File: src/rtl/csr_trap_seq_pkg.sv
// Shared encodings for the CSR / trap sequencer: opcodes, FSM states and
// machine-mode CSR addresses used by the sequencer and its neighbours.
package csr_trap_seq_pkg;

  localparam int unsigned OP_W       = 3;
  localparam int unsigned CSR_ADDR_W = 12;
  localparam int unsigned ZIMM_W     = 5;

  typedef enum logic [OP_W-1:0] {
    CSROP_NONE  = 3'd0,
    CSROP_RW    = 3'd1,
    CSROP_RS    = 3'd2,
    CSROP_RC    = 3'd3,
    CSROP_ECALL = 3'd4,
    CSROP_MRET  = 3'd5
  } csr_op_e;

  typedef enum logic [2:0] {
    ST_IDLE      = 3'd0,
    ST_CSR_RD    = 3'd1,
    ST_CSR_WR    = 3'd2,
    ST_TRAP_SAVE = 3'd3,
    ST_TRAP_JUMP = 3'd4,
    ST_MRET_JUMP = 3'd5,
    ST_REDIRECT  = 3'd6
  } state_e;

  localparam logic [CSR_ADDR_W-1:0] CSR_MSTATUS = 12'h300;
  localparam logic [CSR_ADDR_W-1:0] CSR_MTVEC   = 12'h305;
  localparam logic [CSR_ADDR_W-1:0] CSR_MEPC    = 12'h341;
  localparam logic [CSR_ADDR_W-1:0] CSR_MCAUSE  = 12'h342;

  localparam logic [3:0] MCAUSE_ECALL_M = 4'hb;

endpackage

File: src/rtl/csr_rmw_alu.sv
// Read-modify-write value for CSRRW/CSRRS/CSRRC and the strobe choice,
// including suppression of set/clear writes whose source operand is zero.
module csr_rmw_alu
  import csr_trap_seq_pkg::*;
#(
  parameter int unsigned XLEN = 64
) (
  input  logic [OP_W-1:0] op_i,
  input  logic [XLEN-1:0] old_i,
  input  logic [XLEN-1:0] src_i,
  output logic [XLEN-1:0] new_o,
  output logic            wen_o,
  output logic            sen_o
);

  always_comb begin
    new_o = '0;
    wen_o = 1'b0;
    sen_o = 1'b0;
    case (op_i)
      CSROP_RW: begin
        new_o = src_i;
        wen_o = 1'b1;
      end
      CSROP_RS: begin
        new_o = old_i | src_i;
        sen_o = (src_i != '0);
      end
      CSROP_RC: begin
        new_o = old_i & ~src_i;
        sen_o = (src_i != '0);
      end
      default: ;
    endcase
  end

endmodule

File: src/rtl/csr_trap_seq.sv
// Sequencer between execute and the machine-mode CSR file: runs one CSR
// read-modify-write, ecall or mret at a time and issues the fetch redirect.
module csr_trap_seq
  import csr_trap_seq_pkg::*;
#(
  parameter int unsigned XLEN = 64
) (
  input  logic                  clock,
  input  logic                  reset,
  input  logic                  in_valid,
  output logic                  in_ready,
  input  logic [OP_W-1:0]       in_op,
  input  logic                  in_use_imm,
  input  logic [ZIMM_W-1:0]     in_zimm,
  input  logic [XLEN-1:0]       in_rs1_rdata,
  input  logic [CSR_ADDR_W-1:0] in_csr_addr,
  input  logic [XLEN-1:0]       in_pc,
  output logic [CSR_ADDR_W-1:0] csr_read_addr,
  output logic [CSR_ADDR_W-1:0] csr_addr,
  output logic [XLEN-1:0]       rd_wdata,
  output logic                  csr_wen,
  output logic                  csr_sen,
  output logic                  ecall_write,
  output logic                  ecall_read,
  output logic [XLEN-1:0]       trap_pc,
  input  logic [XLEN-1:0]       csr_rdata,
  input  logic [XLEN-1:0]       mret_addr,
  output logic                  wb_valid,
  output logic [XLEN-1:0]       wb_data,
  output logic                  redirect_valid,
  output logic [XLEN-1:0]       redirect_target,
  input  logic                  redirect_ready,
  output logic                  busy
);

  state_e                  state_q, state_d;
  logic [OP_W-1:0]         op_q, op_d;
  logic [CSR_ADDR_W-1:0]   addr_q, addr_d;
  logic [XLEN-1:0]         src_q, src_d;
  logic [XLEN-1:0]         pc_q, pc_d;
  logic [XLEN-1:0]         old_q, old_d;
  logic [XLEN-1:0]         target_q, target_d;

  logic [XLEN-1:0]         alu_new;
  logic                    alu_wen;
  logic                    alu_sen;

  csr_rmw_alu #(.XLEN(XLEN)) u_alu (
    .op_i  (op_q),
    .old_i (old_q),
    .src_i (src_q),
    .new_o (alu_new),
    .wen_o (alu_wen),
    .sen_o (alu_sen)
  );

  // Next-state and datapath register updates.
  always_comb begin
    state_d  = state_q;
    op_d     = op_q;
    addr_d   = addr_q;
    src_d    = src_q;
    pc_d     = pc_q;
    old_d    = old_q;
    target_d = target_q;
    case (state_q)
      ST_IDLE: begin
        if (in_valid) begin
          op_d   = in_op;
          addr_d = in_csr_addr;
          src_d  = in_use_imm ? XLEN'(in_zimm) : in_rs1_rdata;
          pc_d   = in_pc;
          case (in_op)
            CSROP_RW, CSROP_RS, CSROP_RC: state_d = ST_CSR_RD;
            CSROP_ECALL:                  state_d = ST_TRAP_SAVE;
            CSROP_MRET:                   state_d = ST_MRET_JUMP;
            default:                      state_d = ST_IDLE;
          endcase
        end
      end
      ST_CSR_RD: begin
        old_d   = csr_rdata;
        state_d = ST_CSR_WR;
      end
      ST_CSR_WR:    state_d = ST_IDLE;
      ST_TRAP_SAVE: state_d = ST_TRAP_JUMP;
      ST_TRAP_JUMP: begin
        // mtvec in direct mode: drop the two mode bits.
        target_d = csr_rdata & ~XLEN'(2'b11);
        state_d  = ST_REDIRECT;
      end
      ST_MRET_JUMP: begin
        target_d = mret_addr;
        state_d  = ST_REDIRECT;
      end
      ST_REDIRECT: begin
        if (redirect_ready) begin
          state_d = ST_IDLE;
        end
      end
      default: state_d = ST_IDLE;
    endcase
  end

  always_ff @(posedge clock or posedge reset) begin
    if (reset) begin
      state_q  <= ST_IDLE;
      op_q     <= '0;
      addr_q   <= '0;
      src_q    <= '0;
      pc_q     <= '0;
      old_q    <= '0;
      target_q <= '0;
    end else begin
      state_q  <= state_d;
      op_q     <= op_d;
      addr_q   <= addr_d;
      src_q    <= src_d;
      pc_q     <= pc_d;
      old_q    <= old_d;
      target_q <= target_d;
    end
  end

  assign in_ready = (state_q == ST_IDLE);
  assign busy     = (state_q != ST_IDLE);

  // Output decode from the registered state; data buses are zero when idle.
  always_comb begin
    csr_read_addr   = (state_q == ST_IDLE) ? in_csr_addr : addr_q;
    csr_addr        = '0;
    rd_wdata        = '0;
    csr_wen         = 1'b0;
    csr_sen         = 1'b0;
    ecall_write     = 1'b0;
    ecall_read      = 1'b0;
    trap_pc         = '0;
    wb_valid        = 1'b0;
    wb_data         = '0;
    redirect_valid  = 1'b0;
    redirect_target = '0;
    case (state_q)
      ST_CSR_WR: begin
        csr_wen  = alu_wen;
        csr_sen  = alu_sen;
        wb_valid = 1'b1;
        wb_data  = old_q;
        if (alu_wen || alu_sen) begin
          csr_addr = addr_q;
          rd_wdata = alu_new;
        end
      end
      ST_TRAP_SAVE: begin
        ecall_write = 1'b1;
        trap_pc     = pc_q;
      end
      ST_TRAP_JUMP: ecall_read = 1'b1;
      ST_REDIRECT: begin
        redirect_valid  = 1'b1;
        redirect_target = target_q;
      end
      default: ;
    endcase
  end

endmodule

File: config.mk
export PLATFORM = sky130hd
export DESIGN_NAME = csr_trap_seq
export DESIGN_NICKNAME = d
export VERILOG_FILES = /design/src/rtl/csr_trap_seq_pkg.sv /design/src/rtl/csr_rmw_alu.sv /design/src/rtl/csr_trap_seq.sv
export SDC_FILE = /design/constraint.sdc
export NUM_CORES = 1
export LEC_CHECK = 0
export ABC_AREA = 1
export ABC_CLOCK_PERIOD_IN_PS = 9550
export CAP_MARGIN = 15
export CORE_AREA = 10 10 215 217
export DETAILED_ROUTE_END_ITERATION = 6
export DIE_AREA = 0 0 225 227
export PLACE_DENSITY = 0.64
export SLEW_MARGIN = 20
export SYNTH_ARGS = -nofsm -noshare
export SYNTH_HDL_FRONTEND = slang
export SYNTH_SLANG_ARGS = --single-unit
File: constraint.sdc
create_clock -name clock -period 9.55 [get_ports clock]
set_clock_uncertainty 0.2 [all_clocks]
set_input_delay 1.91 -clock clock [delete_from_list [all_inputs] [get_ports clock]]
set_output_delay 1.91 -clock clock [all_outputs]
set_load 0.05 [all_outputs]
==> results of run 1 <==
==> worst paths after layout <==
path / slack [ps] / to / from / cells after the start
min in group asynchronous: 1540 / state_q[2]$_DFFE_PP0P_ / reset / 2
worst min-delay path: 280 / old_q[37]$_DFFE_PP0P_ / old_q[37]$_DFFE_PP0P_ / 2
max in group asynchronous: 5630 / target_q[23]$_DFFE_PP0P_ / reset / 4
worst max register to register: 5650 / pc_q[1]$_DFFE_PP0P_ / state_q[0]$_DFFE_PP0P_ / 8
worst min register to register: 280 / old_q[37]$_DFFE_PP0P_ / old_q[37]$_DFFE_PP0P_ / 2
worst max-delay path: 3340 / rd_wdata[17] / op_q[1]$_DFFE_PP0P_ / 10
==> power groups by stage <==
| stage | Combinational [mW] | Sequential, mW | Clock (mW) |
|---|---|---|---|
| 5_1_grt | 3.55 | 2.02 | 1.41 |
| 4_1_cts | 3.26 | 1.96 | 1.37 |
| 2_1_floorplan | 2.17 | 1.90 | 0 |
| 3_3_place_gp | 3.20 | 1.96 | 0 |
| 3_5_place_dp | 3.25 | 1.97 | 0 |
| 6_report | 3.24 | 1.96 | 1.34 |
==> metal layers <==
metal  track usage  wire length (um)  up-vias
met5             0                93        -
met4        0.0844              1710       14
met3        0.0933              6810       97
met2         0.382             29500      641
met1         0.289             25600     6979
li1              -                 -     6899
==> layout make-up <==
cell class	instances	area (um2)
Antenna cell	10	25.0
Timing Repair Buffer	588	5840
Inverter	286	1090
Fill cell	3979	20700
Clock buffer	50	1010
Tap cell	539	674
Clock inverter	12	144
Multi-Input combinational cell	1145	5420
Sequential cell	274	6860
==> stage by stage <==
step,hold WS [ps],util,power [mW],instance area [um2],cells
floorplan,242,-,4.08,13900,1838
global placement,268,0.476,5.16,19900,2832
detailed placement,269,0.476,5.22,19900,2832
CTS,283,0.504,6.59,21000,2894
global route,293,0.504,6.98,21100,2903
finish,278,0.504,6.54,21100,2904
==> sequential cells by signal (all words and copies together) (netlist names) <==
register  count
pc_q         64
state_q       3
src_q        64
addr_q       12
old_q        64
op_q          3
target_q     64
==> worst min-delay path: stages (launching register included) <==
cell and delay (ps):
dfrtp_1 340, nand2_1 60, nand2_1 50
==> placed cells by master (no fill, tap or decap) <==
master,n
nand3_4,1
clkdlybuf4s50_1,568
nor2_2,2
inv_6,2
clkbuf_16,37
clkinv_1,1
nand2_1,220
o211ai_1,56
buf_4,20
clkinv_4,1
clkbuf_1,9
inv_1,276
nor3_1,60
o21ai_0,283
nand2_2,2
o22ai_1,8
diode_2,10
or2_2,1
nor2_1,307
dfrtp_2,1
clkinvlp_4,3
nand3_1,63
a221oi_1,3
dfrtp_1,273
nor3_4,1
a21oi_1,78
clkinv_2,6
inv_2,6
o31ai_1,5
bufinv_16,3
nor3_2,3
clkbuf_8,4
nand2_4,1
a211oi_1,51
==> logic make-up (layout without fill, tap and decap cells) <==
family | Yosys count | count (layout)
compound gates | 484 | 484
buf+inv | 419 | 936
flops | 274 | 274
other cells | 0 | 10
simple gates | 661 | 661
==> metrics.cfg, run 1 <==
[routing]
drt-total-wl_um = 63700
drc = 0
drt-pass1-iter-count = 7
vias = 14630
avgRoutedWirePerCell_um = 21.9
viasPerCell = 5.04
ant_nets = 0
drt_iter0_markers = 1215

[setup_path]
cp-end-kind = output port
slowest_stage = clkdlybuf4s50_1
cp_cell_sequence = inv_1, nor2_1, nand2_1, nand2_2, buf_4, inv_1, nor2_2, o21ai_0, a21oi_1, clkdlybuf4s50_1
cp.required_ps = 7440
crit_path_max_fanout = 51
worstSetupStartpointType = flop
arrival_ps = 4100
critical-path-top-delay-family = buffers and inverters
path_class = reg -> out
max_stage_delay_ps = 840
cpMostUsedCell = inv_1
critPathBufInv = 4

[finish]
area_delta_synth_final_pct = 51.6
nets = 2611
drive_gt1_frac = 0.0399

[floorplanning]
initial_core_util = 0.333
rows = 75
dieArea_mm2 = 0.0511
core_area_mm2 = 0.0418
die_y_um = 227
io_pins = 569
die_x_um = 225

[logic_synthesis]
syn_area_mm2 = 0.0139
synthMuxAreaShare = 0
ys_seq_elements = 274
synth-xor-area-share = 0
synth_compound_area_frac = 0.196
syn_area_per_cell_um2 = 7.56
synth_top_family_by_area = compound AO/OA/AOI/OAI gates
ys.flop_type = dfrtp_1
synth_top_area_cell = dfrtp_1
synthDominantCellAreaShare = 0.494
yosys.area_share.adder = 0
yosysSeqAreaShare = 0.494
synth_common_cells = nor2_1, o21ai_0, inv_1
yosys_warnings = 0
synth_cell_types = 21
synthArstFlopShare = 1.00
synthTopCellsByArea = dfrtp_1, o21ai_0, nor2_1, inv_1, nand2_1
netlist_instances = 1838
yosys.area_share.simple = 0.192
synth-edff-count = 0
syn_nets = 2119
yosysMostFrequentCell = nor2_1

[place]
io_buffers = 568
globalplace.congestion = 0.874
place_ws_ps = 3710
place_hpwl_um = 46200

[sta]
worst-slew-pin-transition_ps = 1000
maxSlewHeadroom = 0.333
layout_setup_ws_ps = 3340
setup-tns-final_ps = 0
period_share = 0.650
drv_slew = 0
hold_viol_final = 0
fmax_mhz = 161
rsz0062_at_grt = false
finalSetupViolations = 0
finalCriticalPeriod_ps = 6210

[clocking]
cts_root_buffer = clkbuf_16
cts_buffers = 35
worst_skew_pair.late_latency_ps = 520
tritoncts = yes
clock-sinks = 274
ctsHoldBuffers = 0
path_clk_slew_ps = 60
cts_max_path_buffers = 3
cts_max_level = 2
cts_setup_buffers = 0
post_cts_resized = 0

[power_and_ir_drop]
swShare = 0.470
leakage_nw = 9.10
p_sw_mw = 3.07
clock_power_share = 0.205
power_frac_seq = 0.300
p_int_mw = 3.47
p_per_area_mw_per_mm2 = 311
ir_drop_v = 0.000195
power_frac_comb = 0.495

[global_routing]
antenna_found_initial = 16
grt_pass1_wl_um = 93100
grt_pass1_vias = 14642
gr-total-overflow = 0
grt_use_total = 0.239
grt_max_degree = 133

[hold_path]
min_path_type = reg -> reg

[run_status]
status = complete, no violations

[run]
max_cap_violations = 0

(Power assumes the default switching activity.)
==> run 2, diff against run 1 <==
--- a/config.mk
+++ b/config.mk
@@ -6,11 +6,11 @@
 export NUM_CORES = 1
 export LEC_CHECK = 0
 export ABC_AREA = 1
-export ABC_CLOCK_PERIOD_IN_PS = 9550
+export ABC_CLOCK_PERIOD_IN_PS = 6100
 export CAP_MARGIN = 15
-export CORE_AREA = 10 10 215 217
+export CORE_AREA = 10 10 211 213
 export DETAILED_ROUTE_END_ITERATION = 6
-export DIE_AREA = 0 0 225 227
+export DIE_AREA = 0 0 221 223
 export PLACE_DENSITY = 0.64
 export SLEW_MARGIN = 20
 export SYNTH_ARGS = -nofsm -noshare
==> constraint.sdc (replaced) <==
create_clock -name clock -period 6.1 [get_ports clock]
set_clock_uncertainty 0.2 [all_clocks]
set_input_delay 1.22 -clock clock [delete_from_list [all_inputs] [get_ports clock]]
set_output_delay 1.22 -clock clock [all_outputs]
set_load 0.05 [all_outputs]
==> run 2 against run 1 <==
Effect of this change:
- design area decreased by 0.31%
- critical path type unchanged
- via count decreased by 0.27%
- highest routed layer unchanged
- critical endpoint is now rd_wdata[62]
- flip-flop and latch count unchanged
==> metrics.cfg, run 2 (synthesis gave the netlist of run 1 again) <==
[power_and_ir_drop]
ir_drop_v = 0.000270  ; +39%
p_per_area_mw_per_mm2 = 481  ; +55%
leakage_nw = 9.06  ; -0.46%

[clocking]
cts_setup_buffers = 0  ; unchanged
cts_root_buffer = clkbuf_16
worst_skew_pair.late_latency_ps = 520  ; about the same
cts_buffers = 34  ; -2.9%
tritoncts = yes
clock-sinks = 274  ; unchanged
post_cts_resized = 0  ; unchanged
cts_max_path_buffers = 3  ; unchanged
path_clk_slew_ps = 60  ; about the same
ctsHoldBuffers = 0  ; unchanged
cts_max_level = 2  ; unchanged

[sta]
hold_viol_final = 0  ; unchanged
rsz0062_at_grt = false
finalCriticalPeriod_ps = 5260
layout_setup_ws_ps = 841  ; -2500 ps
whs_ps = 275  ; -3.21 ps
period_share = 0.862
setup-tns-final_ps = 0  ; unchanged
finalSetupViolations = 0  ; unchanged
fmax_mhz = 190
worst-slew-pin-transition_ps = 1000  ; +4.24 ps
drv_slew = 0  ; unchanged
maxSlewHeadroom = 0.330  ; -0.00283

[finish]
utilization = 0.520  ; +0.0157
area_delta_synth_final_pct = 51.1
drive_gt1_frac = 0.0353  ; -0.00458
layout_common_cells = clkdlybuf4s50_1, nor2_1, o21ai_0
layout_commonest_cell = clkdlybuf4s50_1
fin_cells = 2893  ; -0.38%
nets = 2606  ; -0.19%

[routing]
drt-total-wl_um = 62700  ; -1.5%
drc = 0  ; unchanged
drt_iter0_markers = 1272  ; +4.7%
avgRoutedWirePerCell_um = 21.7  ; -1.1%
viasPerCell = 5.04  ; +0.11%
drt-pass1-iter-count = 6  ; -1
vias = 14590  ; -0.27%
ant_nets = 0  ; unchanged

[setup_path]
cp.required_ps = 4680  ; -2760 ps
crit_path_max_fanout = 65  ; +27%
arrival_ps = 3840  ; -260 ps
cp-end-kind = output port
r2r-end = pc_q[44]$_DFFE_PP0P_
worstSetupStartpointType = flop
r2r-start = state_q[1]$_DFFE_PP0P_
path_class = reg -> out
reg2reg_slack_ps = 3280  ; -2370 ps
reg2reg_depth = 6  ; -2

[global_routing]
globalRouteMet1Util = 0.300  ; +0.0113
grtUsageMet2 = 0.400  ; +0.0187
antenna_found_initial = 14  ; -2
gr-max-usage-layer = met2
grt_use_total = 0.247  ; +0.00787
grt_max_degree = 154  ; +16%
grt_use_met3 = 0.0791  ; -0.0142
gr-total-overflow = 0  ; unchanged
grt_pass1_wl_um = 95300  ; +2.4%
grt_pass1_vias = 14855  ; +1.5%

[hold_path]
holdCritStartpoint = old_q[40]$_DFFE_PP0P_
min_path_cells = 2  ; unchanged
min_path_type = reg -> reg
min_to = old_q[40]$_DFFE_PP0P_

[run]
max_cap_violations = 0  ; unchanged

[floorplanning]
rows = 74  ; -1.3%
core_area_mm2 = 0.0404  ; -3.3%
die_y_um = 223  ; -1.8%
dieArea_mm2 = 0.0493  ; -3.5%
die_x_um = 221  ; -1.8%
initial_core_util = 0.344  ; +0.0115
io_pins = 569  ; unchanged

[place]
place_ws_ps = 1650  ; -2060 ps
place_hpwl_um = 46100  ; -0.37%
io_buffers = 568  ; unchanged
placed_cells = 2821  ; -0.39%
globalplace.congestion = 0.898  ; +2.8%

[run_status]
status = complete, no violations

-- run 2: cell types whose count changed in the layout (fill, tap and decap cells not counted), sizes merged, moves of 3 or more --
cell	before	now
bufinv	3	0
buf	20	16
clkinv	8	5
clkbuf	50	58
-- run 2: cell type report --
class / instances / area [um2]
Multi-Input combinational cell: 1145 / 5420
Clock buffer: 58 / 1070
Antenna cell: 12 / 30.0
Fill cell: 3892 / 19400
Clock inverter: 2 / 13.8
Tap cell: 532 / 666
Sequential cell: 274 / 6860
Inverter: 286 / 1090
Timing Repair Buffer: 584 / 5840
-- run 2: metrics by stage --
stage	instance area [um2]	power, mW
after CTS	21000	10.2
after detailed placement	19900	8.16
after floorplan	13900	6.38
final	21000	10.1
after global placement	19900	8.07
after global routing	21000	10.8
-- run 2: worst max path at each step --
stage	startpoint	to	slack [ps]	cells past startpoint
floorplan	reset	addr_q[0]$_DFFE_PP0P_	1060	1
global placement	src_q[1]$_DFFE_PP0P_	csr_addr[10]	1710	9
detailed placement	state_q[1]$_DFFE_PP0P_	rd_wdata[37]	1650	8
CTS	state_q[1]$_DFFE_PP0P_	rd_wdata[37]	1060	8
global route	op_q[1]$_DFFE_PP0P_	rd_wdata[30]	580	7
finish	op_q[1]$_DFFE_PP0P_	rd_wdata[62]	840	7
-- run 2: worst max-delay path, stage by stage (launching register included) --
cell	delay [ps]
dfrtp_1	350
inv_1	80
nor2_1	290
clkinv_2	820
o21ai_0	520
o211ai_1	150
a21oi_1	220
clkdlybuf4s50_1	870
-- run 2: power by group --
group	switching [mW]	leakage, nW	internal, mW
registers	0.356	3.34	2.70
logic	3.62	5.19	1.44
clock network	0.790	0.531	1.19
total	4.76	9.06	5.34
-- run 2: metal layers --
metal  part of all wire  up-vias
met5            0.00043        -
met4              0.028        4
met3              0.090       90
met2               0.47      624
met1               0.41     6984
li1                   -     6888
==> run 3, diff against run 2 <==
--- a/config.mk
+++ b/config.mk
@@ -12,6 +12,7 @@
 export DETAILED_ROUTE_END_ITERATION = 6
 export DIE_AREA = 0 0 221 223
 export PLACE_DENSITY = 0.64
+export RECOVER_POWER = 25
 export SLEW_MARGIN = 20
 export SYNTH_ARGS = -nofsm -noshare
 export SYNTH_HDL_FRONTEND = slang
==> constraint.sdc (replaced) <==
create_clock -name clock -period 6.1 [get_ports clock]
set_clock_uncertainty 0.2 [all_clocks]
set_input_delay 1.22 -clock clock [delete_from_list [all_inputs] [get_ports clock]]
set_output_delay 1.22 -clock clock [all_outputs]
set_load 0.1 [all_outputs]
==> run 3 against run 2 <==
Effect of this change:
- the run now ends with capacitance limit, slew limit left
- utilization is 0.14 points lower
- critical path depth is 1 higher
- routed wire length is 1.8% higher
- non-clock buffer count grew 3
- design area decreased by 0.27%
- cell count is essentially flat
- clock power is 5% higher
- maximum frequency is 0.84% lower
- combinational power up 24%
- die area unchanged
==> metrics.cfg, run 3 (synthesis gave the netlist of run 1 again) <==
[setup_path]
path_class = reg -> out
cp.required_ps = 4680  ; about the same
arrival_ps = 3880  ; +40 ps
worstSetupStartpointType = flop
max_stage_delay_ps = 1190  ; +320 ps
crit_path_max_fanout = 26  ; -60%
cp_cell_sequence = inv_1, nor2_1, nand2_1, nand2_2, buf_4, o211ai_1, a21oi_1, clkdlybuf4s50_1
slowest_stage = clkdlybuf4s50_1
cp-end-kind = output port

[power_and_ir_drop]
p_per_area_mw_per_mm2 = 545  ; +13%
ir_drop_v = 0.000291  ; +8.0%
power_frac_seq = 0.268  ; -0.035
leakage_nw = 9.12  ; +0.71%
power_frac_comb = 0.550  ; +0.049
power_mw = 11.4  ; +13%
p_sw_mw = 6.03  ; +27%
clock_power_share = 0.181  ; -0.015
swShare = 0.528  ; +0.0572
p_int_mw = 5.38  ; +0.66%

[sta]
worst-slew-pin-transition_ps = 3110  ; +2100 ps
hold_viol_final = 0  ; unchanged
drv_slew = 383  ; +383
whs_ps = 272  ; -2.04 ps
period_share = 0.869  ; +0.00726
fmax_mhz = 189  ; -0.84%
rsz0062_at_grt = false
maxSlewHeadroom = -1.07  ; -1.40
finalSetupViolations = 0  ; unchanged
finalCriticalPeriod_ps = 5300  ; +44.3 ps

[routing]
drt-pass1-iter-count = 6  ; unchanged
ant_nets = 0  ; unchanged
drt_iter0_markers = 1083  ; -15%
drt-total-wl_um = 63800  ; +1.8%
vias = 14566  ; -0.16%
viasPerCell = 5.03  ; -0.20%
drc = 0  ; unchanged
avgRoutedWirePerCell_um = 22.1  ; +1.7%

[clocking]
ctsHoldBuffers = 0  ; unchanged
worst_skew_pair.late_latency_ps = 540  ; +20 ps
cts_setup_buffers = 0  ; unchanged
cts_max_path_buffers = 3  ; unchanged
cts_max_level = 2  ; unchanged
clock-sinks = 274  ; unchanged
cts_buffers = 35  ; +2.9%
path_clk_slew_ps = 60  ; about the same
tritoncts = yes
cts_root_buffer = clkbuf_16
post_cts_resized = 0  ; unchanged

[finish]
drive_gt1_frac = 0.0459  ; +0.0106
layout_common_cells = clkdlybuf4s50_1, nor2_1, o21ai_0
fillCellCount = 3873  ; -0.49%
utilization = 0.519  ; -0.00139
layout_commonest_cell = clkdlybuf4s50_1
nets = 2610  ; +0.15%
area_delta_synth_final_pct = 50.7

[run]
max_cap_violations = 7  ; +7

[global_routing]
grt_use_total = 0.247  ; -0.000314
grt_pass1_wl_um = 94100  ; -1.2%
grt_max_degree = 125  ; -19%
antenna_found_initial = 10  ; -4
grt_pass1_vias = 14585  ; -1.8%
gr-total-overflow = 0  ; unchanged

[run_status]
status = finished with violations
violations = capacitance limit, slew limit

[floorplanning]
core_area_mm2 = 0.0404  ; unchanged
dieArea_mm2 = 0.0493  ; unchanged
rows = 74  ; unchanged
initial_core_util = 0.344  ; unchanged
io_pins = 569  ; unchanged
die_y_um = 223  ; unchanged
die_x_um = 221  ; unchanged

[hold_path]
min_path_type = reg -> reg

[place]
io_buffers = 568  ; unchanged
place_hpwl_um = 46400  ; +0.75%
globalplace.congestion = 0.889  ; -1.1%

run 3: changes by cell type in the layout (fill, tap and decap cells not counted), moves of 3 or more:
cell,before,now
clkdlybuf4s50_1,568,542
o21ai_0,283,280
inv_6,1,4
buf_4,13,36
o21ai_1,0,3
clkbuf_1,14,10
run 3: per-stage QoR:
step                area, um2  std cells  worst slack (ps)  TNS, ps
floorplan               13900       1838              -622    -5600
global placement        19800       2823              1400        0
detailed placement      19900       2824              1300        0
CTS                     21000       2884               706        0
global route            20900       2893               312        0
finish                  20900       2894               796        0
run 3: area by class of cell:
class	instances	area, um2	share of cell area
Timing Repair Buffer	587	5770	0.275
Clock buffer	49	1010	0.0482
Inverter	286	1080	0.0518
Multi-Input combinational cell	1145	5410	0.258
Tap cell	532	666	0.0318
Sequential cell	274	6860	0.327
Clock inverter	11	124	0.00592
Antenna cell	10	25.0	0.00120
run 3: worst paths after layout:
path / from / to / slack [ps] / cells after the start
worst max-delay path: op_q[1]$_DFFE_PP0P_ / rd_wdata[20] / 800 / 8
worst min-delay path: old_q[50]$_DFFE_PP0P_ / old_q[50]$_DFFE_PP0P_ / 270 / 2
worst max register to register: state_q[0]$_DFFE_PP0P_ / state_q[1]$_DFFE_PP0P_ / 1640 / 7
worst min register to register: old_q[50]$_DFFE_PP0P_ / old_q[50]$_DFFE_PP0P_ / 270 / 2
max in group asynchronous: reset / pc_q[52]$_DFFE_PP0P_ / 1110 / 3
min in group asynchronous: reset / src_q[47]$_DFFE_PP0P_ / 1060 / 2
run 3: power groups by stage:
stage	clock [mW]	combinational (mW)	sequential, mW
6_report	2.07	6.28	3.06
5_1_grt	2.20	6.73	3.15
4_1_cts	2.13	6.31	3.05
3_5_place_dp	0	6.29	3.08
3_3_place_gp	0	6.22	3.05
2_1_floorplan	0	4.57	2.98
run 3: worst max-delay path: cells and delay by family (launching register included):
family / cells / cell delay [ps]
AND/OR/NAND/NOR: 3 / 920
buffers and inverters: 3 / 1710
AO/OA/AOI/OAI: 2 / 320
flip-flops: 1 / 350
run 3: metal layers:
layer / routed length [um] / track usage / part of all wire / vias up
li1: - / - / - / 6885
met1: 26100 / 0.298 / 0.41 / 6949
met2: 30000 / 0.403 / 0.47 / 643
met3: 5920 / 0.0782 / 0.093 / 87
met4: 1840 / 0.0921 / 0.029 / 2
met5: 11 / 0 / 0.00017 / -
